File: src/rtl/sdrc_req_arbiter.sv
// rtl/sdrc_req_arbiter.sv - two-port round-robin arbiter and sequencer for the SDRAM controller app interface
//
// Ports:
//   clk, reset                  controller clock, asynchronous active-high reset
//   pN_req/addr/len/wr_n/ack    port N request phase (N = 0, 1)
//   pN_wr_data/wr_en_n/wr_next  port N write data path
//   pN_rd_data/rd_valid         port N read data path
//   app_req*/app_req_ack        request phase towards the controller
//   app_wr_*/app_last_wr        write data path towards the controller
//   app_rd_*/app_last_rd        read data path from the controller
//   gnt, busy, len_err          one-hot grant, not-idle flag, sticky burst length error
module sdrc_req_arbiter #(
  parameter int APP_AW = 26,
  parameter int APP_DW = 32,
  parameter int BL_W   = 9,
  localparam int APP_BW = APP_DW / 8
) (
  input  logic              clk,
  input  logic              reset,
  input  logic              p0_req,
  input  logic [APP_AW-1:0] p0_req_addr,
  input  logic [BL_W-1:0]   p0_req_len,
  input  logic              p0_req_wr_n,
  output logic              p0_req_ack,
  input  logic [APP_DW-1:0] p0_wr_data,
  input  logic [APP_BW-1:0] p0_wr_en_n,
  output logic              p0_wr_next,
  output logic [APP_DW-1:0] p0_rd_data,
  output logic              p0_rd_valid,
  input  logic              p1_req,
  input  logic [APP_AW-1:0] p1_req_addr,
  input  logic [BL_W-1:0]   p1_req_len,
  input  logic              p1_req_wr_n,
  output logic              p1_req_ack,
  input  logic [APP_DW-1:0] p1_wr_data,
  input  logic [APP_BW-1:0] p1_wr_en_n,
  output logic              p1_wr_next,
  output logic [APP_DW-1:0] p1_rd_data,
  output logic              p1_rd_valid,
  output logic              app_req,
  output logic [APP_AW-1:0] app_req_addr,
  output logic [BL_W-1:0]   app_req_len,
  output logic              app_req_wr_n,
  input  logic              app_req_ack,
  output logic [APP_DW-1:0] app_wr_data,
  output logic [APP_BW-1:0] app_wr_en_n,
  input  logic              app_wr_next,
  input  logic              app_last_wr,
  input  logic [APP_DW-1:0] app_rd_data,
  input  logic              app_rd_valid,
  input  logic              app_last_rd,
  output logic [1:0]        gnt,
  output logic              busy,
  output logic              len_err
);

  typedef enum logic [1:0] {IDLE, REQ, XFR} state_t;

  state_t          state;
  logic            rr_last;   // index of the port granted most recently
  logic [1:0]      zl_ack;    // ack pulse for a zero-length request
  logic [BL_W-1:0] beat_cnt;

  logic            any_req;
  logic            win;       // 1 selects port 1
  logic [BL_W-1:0] win_len;
  logic            xfr, xfr_wr, xfr_rd;
  logic            beat, last_beat;
  logic [BL_W-1:0] beat_nxt;

  // Arbitration is held off while a zero-length ack is on the wire: the
  // requester still holds req in that cycle and would otherwise be accepted twice.
  assign any_req = (p0_req | p1_req) & ~|zl_ack;
  assign win     = (p0_req & p1_req) ? ~rr_last : p1_req;
  assign win_len = win ? p1_req_len : p0_req_len;

  assign xfr       = (state == XFR);
  assign xfr_wr    = xfr & ~app_req_wr_n;
  assign xfr_rd    = xfr & app_req_wr_n;
  assign beat      = app_req_wr_n ? app_rd_valid : app_wr_next;
  assign last_beat = app_req_wr_n ? app_last_rd : app_last_wr;
  assign beat_nxt  = beat_cnt + BL_W'(1);

  always_ff @(posedge clk or posedge reset) begin
    if (reset) begin
      state        <= IDLE;
      rr_last      <= 1'b1;
      zl_ack       <= 2'b00;
      gnt          <= 2'b00;
      app_req      <= 1'b0;
      app_req_addr <= '0;
      app_req_len  <= '0;
      app_req_wr_n <= 1'b0;
      beat_cnt     <= '0;
      len_err      <= 1'b0;
    end else begin
      zl_ack <= 2'b00;
      case (state)
        IDLE: begin
          if (any_req) begin
            rr_last <= win;
            if (win_len == '0) begin
              zl_ack <= {win, ~win};
            end else begin
              app_req      <= 1'b1;
              app_req_addr <= win ? p1_req_addr : p0_req_addr;
              app_req_len  <= win_len;
              app_req_wr_n <= win ? p1_req_wr_n : p0_req_wr_n;
              gnt          <= {win, ~win};
              state        <= REQ;
            end
          end
        end
        REQ: begin
          if (app_req_ack) begin
            app_req  <= 1'b0;
            beat_cnt <= '0;
            state    <= XFR;
          end
        end
        XFR: begin
          if (beat) begin
            beat_cnt <= beat_nxt;
            if (last_beat) begin
              if (beat_nxt != app_req_len) len_err <= 1'b1;
              gnt   <= 2'b00;
              state <= IDLE;
            end
          end
        end
        default: state <= IDLE;
      endcase
    end
  end

  assign p0_req_ack = ((state == REQ) & gnt[0] & app_req_ack) | zl_ack[0];
  assign p1_req_ack = ((state == REQ) & gnt[1] & app_req_ack) | zl_ack[1];

  // gnt is one-hot whenever state is XFR, so gnt[1] alone selects the port.
  assign app_wr_data = xfr ? (gnt[1] ? p1_wr_data : p0_wr_data) : '0;
  assign app_wr_en_n = xfr ? (gnt[1] ? p1_wr_en_n : p0_wr_en_n) : '1;

  assign p0_wr_next  = xfr_wr & gnt[0] & app_wr_next;
  assign p1_wr_next  = xfr_wr & gnt[1] & app_wr_next;
  assign p0_rd_valid = xfr_rd & gnt[0] & app_rd_valid;
  assign p1_rd_valid = xfr_rd & gnt[1] & app_rd_valid;
  assign p0_rd_data  = app_rd_data;
  assign p1_rd_data  = app_rd_data;

  assign busy = (state != IDLE);

endmodule

File: config.mk
export PLATFORM = sky130hd
export DESIGN_NAME = sdrc_req_arbiter
export DESIGN_NICKNAME = d
export VERILOG_FILES = /design/src/rtl/sdrc_req_arbiter.sv
export SDC_FILE = /design/constraint.sdc
export NUM_CORES = 1
export LEC_CHECK = 0
export CORE_AREA = 2 2 127 129
export DETAILED_ROUTE_END_ITERATION = 8
export DIE_AREA = 0 0 129 131
export HOLD_SLACK_MARGIN = 0.02
export PLACE_DENSITY = 0.73
export RECOVER_POWER = 100
export SYNTH_ARGS = -nofsm -noshare
export SYNTH_HDL_FRONTEND = slang
export SYNTH_SLANG_ARGS = --single-unit
File: constraint.sdc
create_clock -name clk -period 1.81 [get_ports clk]
set_clock_uncertainty 0.05 [all_clocks]
set_input_delay 0.362 -clock clk [delete_from_list [all_inputs] [get_ports clk]]
set_output_delay 0.362 -clock clk [all_outputs]
set_load 0.005 [all_outputs]
; After elaboration in Yosys (flattened, before gate mapping)
; Index checks and enable logic that the tools add are counted.
[word_totals]
elab_cells = 86
reg_bits = 54
[op_classes]
reduce_logical = 15
n_mux = 29
bitwise_logic = 23
n_addsub = 1
eq_ne = 8
[ops]
columns = op, n
row1 = $mux W32, 2
row2 = $mux W9, 3
row3 = $mux W26, 1
row4 = $mux W2, 10
row5 = $pmux W9 S2, 1
row6 = $and A1 B1 Y1, 16
row7 = $reduce_and A5 Y1, 2
row8 = $add A9 B1 Y9 const B, 1
row9 = $logic_not A9 Y1, 1
row10 = $ne A9 B9 Y1, 1
row11 = $mux W4, 2
row12 = $reduce_and A4 Y1, 2
row13 = $reduce_bool A2 Y1, 4
row14 = $mux W1, 7
row15 = $ne A2 B2 Y1 const B, 3
row16 = $pmux W2 S3, 1
row17 = $reduce_and A3 Y1, 2
row18 = $ne A2 B1 Y1 const B, 2
row19 = $not A1 Y1, 4
row20 = $pmux W2 S2, 1
row21 = $or A1 B1 Y1, 3
row22 = $eq A2 B1 Y1 const B, 1
row23 = $eq A2 B2 Y1 const B, 1
row24 = $logic_not A2 Y1, 1
row25 = other kinds (4), 4

; Logic depth before layout (Yosys ltp)
; Gate-level depths: netlist of the first run.
[depth]
depth_word = 7
mapped_depth = 8
depth_no_buf = 6

; Least setup slack after synthesis of the first run
; No wires, ideal clock.
[synth_timing]
path_kind = register to register
startpoint = register beat_cnt[0]
endpoint = register len_err
n_path_buf = 1
slack_ns = -0.106
required_ns = 1.634
arrival_time_ns = 1.740
stages_incl_launch_ff = 8
setup_time_ns = 0.126
synth_period_minus_slack_ns = 1.916
path_cell_list = dfrtp_1 -> ha_1 -> buf_2 -> nand3_1 -> o21a_1 -> nor4_1 -> a311oi_1 -> o32a_1
[synth_between]
elab_chain_len = 3
[synth_lines]
columns = element, line_no
row1 = from (decl), 62  ; logic [BL_W-1:0] beat_cnt;
row2 = from (signal assigned), 123  ; beat_cnt <= beat_nxt;
row3 = $add A9 B1 Y9, 82  ; assign beat_nxt = beat_cnt + BL_W'(1);
row4 = $ne A9 B9 Y1, 125  ; if (beat_nxt != app_req_len) len_err <= 1'b1;
row5 = $reduce_and A4 Y1 (no line), --
row6 = to (signal assigned), 95  ; len_err <= 1'b0;
row7 = to (signal assigned), 125
row8 = to (decl), 54  ; output logic len_err
; No other way between the ends.
; A chain may end at the register's enable or synchronous reset.

; Worst setup path in the final report of the first run
[layout_timing]
startpoint = register gnt[1]
endpoint = output port app_wr_data[29]
[layout_between]
elab_chain_len = 2
[layout_lines]
columns = element, line_no
row1 = from (decl), 52  ; output logic [1:0] gnt,
row2 = from (signal assigned), 109  ; gnt <= {win, ~win};
row3 = $mux W32 (2 in a row), 140  ; assign app_wr_data = xfr ? (gnt[1] ? p1_wr_data : p0_wr_data) : '0;
row4 = to (decl), 45  ; output logic [APP_DW-1:0] app_wr_data,
; No other way between the ends.

==> results by group, run 1 <==
Route
  – Total routed wirelength: between 15,000 and 20,000 um
  – Antenna Nets Post-Route: 0
  – Starting DRT DRC Count: about 160
  – Average wire length per cell after detail routing: roughly 17 um
  – Detailed Routing Iterations Pass 1: 4
  – Total via count after detailed routing: between 4,000 and 5,000
  – Post-route DRC: 0
  – Post-DR vias/cell: about 4.6

Global route
  – Grt total ovfl: 0
  – First-pass GRT wire length: between 20,000 and 25,000 um
  – Global-route layer with the greatest usage: met2
  – Total routing usage reported by global routing: 0.179
  – Met2 track demand over resource in global routing: 0.303
  – Initial antenna violation count: 1
  – Global-route met3 utilization: 0.0558
  – Met1 Resource Use GR: 0.215
  – Number of global-route vias before repair: 4,291
  – Largest net degree at the start of global routing: 33

Finish
  – Most common cell after layout, fill and taps aside: sky130_fd_sc_hd__clkdlybuf4s50_1
  – Fraction of layout cells with a size suffix above 1: 0.397
  – Area growth from synthesis to layout: 91.6%
  – Antenna Diode Count: 0
  – Commonest cells after routing, fill and taps aside: sky130_fd_sc_hd__clkdlybuf4s50_1 (148), sky130_fd_sc_hd__mux2i_1 (67), sky130_fd_sc_hd__o21ai_2 (54)
  – Final instance area: ~7800 um^2
  – Final #Nets: approximately 900
  – Final-layout fill cell count: between 1,000 and 1,500

Clocking
  – Number of sinks on the clock net: 54
  – H-tree depth: 2
  – TritonCTS buffer count: 5
  – Clock buffer depth: 2
  – Clock tree from TritonCTS: done
  – Clock root buffer: sky130_fd_sc_hd__clkbuf_16
  – Clock latency on the worst-skew pair: ~0.31 ns
  – Clk slew on worst S/H paths: 0.07 ns

Synthesis
  – Synthesized instance count: between 400 and 500
  – Net count after synthesis: 640
  – Distinct cell type count after synthesis: 50
  – Mean instance size in the synthesized netlist: 9.00 um^2
  – Synth Warn #: 0
  – Cell area after synthesis: 4080 um^2
  – Register bit count reported by yosys: 54
  – Register area share after synthesis: 0.331

Critical path
  – Most used cell, CP: sky130_fd_sc_hd__buf_12
  – Count of buffering cells on the critical path with inverters included: 4
  – WP depth: 6
  – Critical path's largest stage delay: roughly 0.5 ns
  – Critical path cell sequence: buf_12 > buf_12 > buf_8 > mux2i_1 > nor2_1 > buf_2
  – Capture point of the worst path: app_wr_data[29]
  – Register-to-Register Setup Slack: -0.10 ns
  – Depth of the most critical reg-to-reg path: 8
  – R2r startpoint: rr_last
  – CP max stage cell: sky130_fd_sc_hd__dfrtp_2
  – Destination of the worst register-to-register timing path: app_req_addr[20]
  – Critical path origin: gnt[1]
  – Setup crit end kind: output port
  – Signal arrival time at the worst endpoint: about 1.5 ns
  – Largest fanout on the critical path: 5
  – Required time at the endpoint of the critical path: ~1.4 ns
  – Critical setup path kind: flop to output port
  – Worst path top cell family by delay: buffers and inverters
  – Kind of launch point of the worst setup path: flop

Place
  – Final weighted congestion in routability-driven placement: roughly 0.8
  – Minimum setup slack after placement: -0.544 ns
  – Count of buffers from port buffering: roughly 240
  – Hpwl dp: between 10,000 and 15,000 um
  – DP Area: between 6000 and 7000 um^2

Floorplan
  – Std-Cell Core Area: approximately 16,000 um^2
  – Initial cell density of the core: 0.262
  – Die area: around 17,000 um^2
  – Die boundary height: between 100 and 150 um
  – Chip Width: 129 um
  – Rows: 46
  – Boundary Pins: between 300 and 400

STA
  – Achievable frequency: around 0.5 GHz
  – Min Tclk post-route: ~2 ns
  – Sum of negative setup slack: -5.00 ns
  – Period utilization: 1.08
  – Hold WS: 0.321 ns
  – Number of setup violations in the final report: slightly above 70
  – Setup repair after global routing missed its margin: yes
  – Setup ws final: -0.142 ns
  – Slew of the pin with the lowest slew margin: around 1 ns
  – Tightest slew margin relative to the limit: 0.344
  – Final hold violations: 0
  – Final-report max-slew violation count: 0

Outcome
  – Outcome: complete, but fails checks
  – Violations in the final reports: setup timing

Worst hold path
  – Classification of the worst-slack hold path: input port to asynchronous set/reset pin

Power
  – Power density relative to cell area: approximately 1200 nW/um^2
  – Leakage dissipation: between 3 and 4 nW
  – Internal power: between 5 and 6 mW
  – Switching Share: 0.382
  – Power share of the clock group: 0.105
  – Worst vdd ir: between 800 and 900 uV
  – Total net switching power: between 3 and 4 mW
  – Fraction of power consumed by combinational cells: 0.660
  – Part of the power in registers: 0.235

Job
  – Max-cap violations: 0
cell type report:
| class | instances | area [um^2] | share of cell area |
|---|---|---|---|
| timing repair buffer | 344 | 3390 | 0.433 |
| multi-input combinational | 298 | 2630 | 0.336 |
| sequential | 54 | 1360 | 0.174 |
| tap | 216 | 270 | 0.0345 |
| clock buffer | 5 | 125 | 0.0160 |
| inverter | 8 | 30.0 | 0.00384 |
| clock inverter | 3 | 25.0 | 0.00320 |
per-stage QoR:
step           cells  power (mW)   util
2_1_floorplan    454        4.28      -
3_3_place_gp     868        6.71  0.422
3_5_place_dp     868        6.77  0.422
4_1_cts          928        9.59  0.490
5_1_grt          928        10.2  0.502
6_report         928        9.58  0.502
cells in the mapped netlist, drive strengths merged:
master   number  area (um^2)
a211oi        2         15.0
a21bo         1         10.0
a21boi        1         7.51
a21o          2         15.0
a21oi         2         13.8
a22o          3         26.3
a22oi         1         7.51
a2bb2oi       1         8.76
a311oi        1         8.76
and2          3         18.8
and3          6         37.5
and4          1         8.76
buf          80          603
clkbuf       14         53.8
dfrtp        53         1330
dfstp         1         26.3
ha            1         12.5
inv           8         30.0
mux2          3         37.5
mux2i        70          701
nand2        15         56.3
nand2b        2         12.5
nand3         8         40.0
nand4         4         25.0
nor2         42          158
nor2b         5         31.3
nor3          6         30.0
nor3b         1         7.51
nor4          3         18.8
nor4b         1         8.76
o211a         1         10.0
o21a          2         15.0
o21ai        87          514
o21bai        1         7.51
o22ai         2         12.5
o31ai         4         30.0
o32a          1         10.0
o41ai         1         8.76
or2           1         6.26
xnor2         6         52.6
xor2          7         61.3
state kept, by name, indices dropped and copies added (netlist names):
signal / count
app_req: 1
app_req_addr: 26
app_req_len: 9
app_req_wr_n: 1
beat_cnt: 9
gnt: 2
len_err: 1
rr_last: 1
state: 2
zl_ack: 2
worst min-delay path by stage:
stage	depth (start not counted)	startpoint	to	slack, ns
6_report	2	reset	app_req_addr[20]	0.32
5_1_grt	2	reset	app_req_addr[20]	0.33
4_1_cts	2	reset	app_req_addr[20]	0.21
3_5_place_dp	2	app_req_addr[11]	app_req_addr[11]	0.46
3_3_place_gp	2	app_req_addr[7]	app_req_addr[7]	0.44
2_1_floorplan	1	app_req_ack	state[0]	0.40
per-layer routing:
layer	vias to the layer above	routed length, um
li1	2050	-
met1	2039	6060
met2	165	8250
met3	36	1280
met4	2	428
met5	-	13
power groups by stage:
stage,clock network (mW),registers (mW),logic (mW)
after global placement,0,2.08,4.63
after CTS,1.01,2.19,6.39
after global routing,1.06,2.33,6.77
after detailed placement,0,2.09,4.68
final,1.00,2.26,6.32
after floorplan,0,2.05,2.23
cells by family (layout without fill, tap and decap cells):
logic type / count (synthesis) / count (layout) / synth area share
XOR/XNOR: 13 / 13 / 0.0279
buffers and inverters: 102 / 360 / 0.168
AND/OR/NAND/NOR: 98 / 98 / 0.112
adder cells (fa/ha/maj): 1 / 1 / 0.00306
multiplexers: 73 / 73 / 0.181
flip-flops: 54 / 54 / 0.331
AO/OA/AOI/OAI: 113 / 113 / 0.176
what timing repair did:
action,CTS,global route
hold buffers,0,0
pin swaps,82,54
resized for setup,353,76
buffers inserted,43,6
setup endpoints to repair,82,95
gates cloned,12,3
(Power assumes the default switching activity.)
==> inputs of run 2 (changes only) <==
Settings changed: CORE_AREA 2 2 127 129 to unset, CORE_MARGIN set to 10, CORE_UTILIZATION set to 30, DIE_AREA 0 0 129 131 to unset, PLACE_DENSITY 0.73 to 0.81.
==> results by group, run 2 (synthesized netlist as in run 1, its figures left out) <==
Floorplan
  – Die boundary height: 137 um (+4.3%)
  – Initial cell density of the core: 0.307 (+0.0453)
  – Boundary Pins: 332 (unchanged)
  – Chip Width: 137 um (+5.9%)
  – Die area: 18,700 um^2 (+11%)
  – Std-Cell Core Area: 13,300 um^2 (-15%)
  – Rows: 42 (-8.7%)

STA
  – Setup ws final: -0.156 ns (-0.0137 ns)
  – Achievable frequency: 0.509 GHz (-0.70%)
  – Final-report max-slew violation count: 0 (unchanged)
  – Tightest slew margin relative to the limit: 0.497 (+0.153)
  – Final hold violations: 0 (unchanged)
  – Period utilization: 1.09 (+0.00756)
  – Slew of the pin with the lowest slew margin: 0.755 ns (-0.229 ns)
  – Min Tclk post-route: 1.97 ns (+0.0137 ns)
  – Number of setup violations in the final report: 72 (+1.4%)
  – Setup repair after global routing missed its margin: yes

Finish
  – Most common cell after layout, fill and taps aside: sky130_fd_sc_hd__clkdlybuf4s50_1
  – Fraction of layout cells with a size suffix above 1: 0.314 (-0.0833)
  – Register containing the most flip-flops in the final layout: app_req_addr
  – Final instance area: 7330 um^2 (-6.3%)
  – Number of flip-flops under the largest register name: 26 (unchanged)
  – Antenna Diode Count: 0 (unchanged)
  – Area growth from synthesis to layout: 79.5%
  – Final design utilization: 0.551 (+0.0497)
  – Commonest cells after routing, fill and taps aside: sky130_fd_sc_hd__clkdlybuf4s50_1 (145), sky130_fd_sc_hd__mux2i_1 (67), sky130_fd_sc_hd__dfrtp_1 (49)
  – Final #Nets: 882 (-1.7%)
  – Top flop regs: app_req_addr x26, app_req_len x9, beat_cnt x9

Clocking
  – Number of sinks on the clock net: 54 (unchanged)
  – Clock tree from TritonCTS: done
  – Clock latency on the worst-skew pair: 0.29 ns (-0.02 ns)
  – TritonCTS buffer count: 5 (unchanged)
  – H-tree depth: 2 (unchanged)
  – Clock root buffer: sky130_fd_sc_hd__clkbuf_16
  – Clk slew on worst S/H paths: 0.07 ns (about the same)
  – Clock buffer depth: 2 (unchanged)

Critical path
  – CP max stage cell: sky130_fd_sc_hd__dfstp_2
  – Setup crit end kind: flop
  – Destination of the worst register-to-register timing path: gnt[1]
  – Worst path top cell family by delay: flip-flops
  – Critical path's largest stage delay: 0.55 ns (+0.06 ns)
  – Depth of the most critical reg-to-reg path: 8 (unchanged)
  – Count of buffering cells on the critical path with inverters included: 3 (-1)
  – Critical path cell sequence: a21bo_4 > buf_6 > nand4_1 > a21oi_4 > nand2b_4 > buf_6 > buf_6 > o22ai_2
  – R2r startpoint: rr_last
  – Required time at the endpoint of the critical path: 1.91 ns (+0.51 ns)
  – Critical setup path kind: flop to flop
  – Largest fanout on the critical path: 5 (unchanged)
  – Register-to-Register Setup Slack: -0.16 ns (-0.06 ns)
  – Kind of launch point of the worst setup path: flop
  – Most used cell, CP: sky130_fd_sc_hd__buf_6
  – Signal arrival time at the worst endpoint: 2.07 ns (+0.53 ns)

Power
  – Worst vdd ir: 800 uV (-8.1%)
  – Post-layout power: 9.22 mW (-3.8%)
  – Power density relative to cell area: 1260 nW/um^2 (+2.7%)
  – Leakage dissipation: 3.32 nW (-3.9%)
  – Fraction of power consumed by combinational cells: 0.631 (-0.029)
  – Switching Share: 0.366 (-0.0164)
  – Part of the power in registers: 0.231 (-0.004)
  – Total net switching power: 3.37 mW (-7.9%)
  – Power share of the clock group: 0.137 (+0.032)
  – Internal power: 5.85 mW (-1.2%)

Global route
  – Initial antenna violation count: 0 (-1)
  – Largest net degree at the start of global routing: 55 (+67%)
  – First-pass GRT wire length: 28,400 um (+21%)
  – Grt total ovfl: 0 (unchanged)
  – Number of global-route vias before repair: 4,892 (+14%)
  – Total routing usage reported by global routing: 0.191 (+0.0121)

Route
  – Post-DR vias/cell: 5.09 (+10%)
  – Length of routed met3 wiring: 1960 um (+53%)
  – Average wire length per cell after detail routing: 21.7 um (+26%)
  – Detailed Routing Iterations Pass 1: 4 (unchanged)
  – Starting DRT DRC Count: 256 (+56%)
  – Met1 Wirelength: 6800 um (+12%)
  – Antenna Nets Post-Route: 0 (unchanged)
  – Post-route DRC: 0 (unchanged)
  – WL met2: 9640 um (+17%)
  – Total routed wirelength: 19,000 um (+18%)
  – Total via count after detailed routing: 4,446 (+3.6%)
  – Highest Signal Layer: met4

Place
  – Hpwl dp: 13,700 um (+26%)
  – DP Area: 6480 um^2 (-1.6%)
  – Count of buffers from port buffering: 235 (unchanged)
  – Final weighted congestion in routability-driven placement: 0.852 (+6.6%)
  – Minimum setup slack after placement: -0.685 ns (-0.141 ns)

Worst hold path
  – Depth of the worst hold-timing path: 3
  – Hold Path Origin: p0_req_len[2]
  – Classification of the worst-slack hold path: input port to flop
  – Worst-case hold path end point: app_req_len[2]

Outcome
  – Outcome: complete, but fails checks
  – Violations in the final reports: setup timing

Job
  – Max-cap violations: 0 (unchanged)
-- run 2: changes by cell type in the layout (fill, tap and decap cells not counted), moves of 3 or more --
cell | previous run | this run
sky130_fd_sc_hd__clkbuf_2 | 11 | 5
sky130_fd_sc_hd__clkdlybuf4s50_1 | 148 | 145
sky130_fd_sc_hd__buf_8 | 9 | 6
sky130_fd_sc_hd__nor2_2 | 3 | 0
sky130_fd_sc_hd__o21ai_1 | 6 | 17
sky130_fd_sc_hd__clkbuf_1 | 1 | 4
sky130_fd_sc_hd__buf_4 | 47 | 40
sky130_fd_sc_hd__nor2_1 | 39 | 42
sky130_fd_sc_hd__o21ai_2 | 54 | 34
sky130_fd_sc_hd__o21ai_0 | 9 | 34
sky130_fd_sc_hd__o21ai_4 | 18 | 2
sky130_fd_sc_hd__buf_16 | 6 | 3
sky130_fd_sc_hd__dlygate4sd2_1 | 5 | 8
-- run 2: tightest hold or removal path, delay by kind of cell --
| kind | cells | cell delay (ns) |
|---|---|---|
| buffers and inverters | 1 | 0.12 |
| muxes | 1 | 0.09 |
| AOI/OAI and AO/OA | 1 | 0.12 |
-- run 2: layer usage --
metal	track usage	up-vias
li1	-	2013
met1	0.206	2154
met2	0.337	226
met3	0.0755	53
met4	0.0550	0
met5	0	-
-- run 2: area by class of cell --
type	instances	area [um^2]
clock inverters	2	60.1
repair buffers	329	3210
inverters	8	30.0
flip-flops and latches	54	1360
clock buffers	6	139
multi-input cells	298	2320
fillers	1099	5970
well taps	176	220
-- run 2: per-stage QoR --
| stage | setup TNS [ns] | hold slack [ns] | std cells |
|---|---|---|---|
| 4_1_cts | -4.53 | 0.422 | 877 |
| 6_report | -4.80 | 0.389 | 873 |
| 3_3_place_gp | -26.21 | 0.426 | 822 |
| 5_1_grt | -8.14 | 0.415 | 873 |
| 2_1_floorplan | 0 | 0.398 | 454 |
| 3_5_place_dp | -32.11 | 0.445 | 822 |
-- run 2: worst max-delay path by stage --
stage / startpoint / end / slack (ns) / cells past startpoint
6_report: rr_last / gnt[1] / -0.16 / 8
5_1_grt: gnt[1] / app_wr_data[19] / -0.17 / 6
4_1_cts: gnt[1] / app_wr_data[18] / -0.22 / 7
3_5_place_dp: p0_req_len[1] / app_req_addr[7] / -0.68 / 8
3_3_place_gp: p0_req_len[0] / app_req_addr[7] / -0.53 / 8
2_1_floorplan: beat_cnt[0] / len_err / 0.02 / 7
-- run 2: power groups by stage --
stage	clock network [mW]	logic (mW)	registers, mW
after floorplan	0	2.23	2.05
after global placement	0	4.59	2.08
after detailed placement	0	4.74	2.09
after CTS	1.28	5.93	2.10
after global routing	1.32	6.23	2.21
final	1.27	5.82	2.13
-- run 2: repair_timing --
item                                    CTS  global route
endpoints found under the setup margin   89            85
cloned                                   10             2
resized for setup                       248            77
buffers inserted                         38             4
pin swaps                                26            60
hold buffers                              0             0
hold endpoints to repair                  0             0
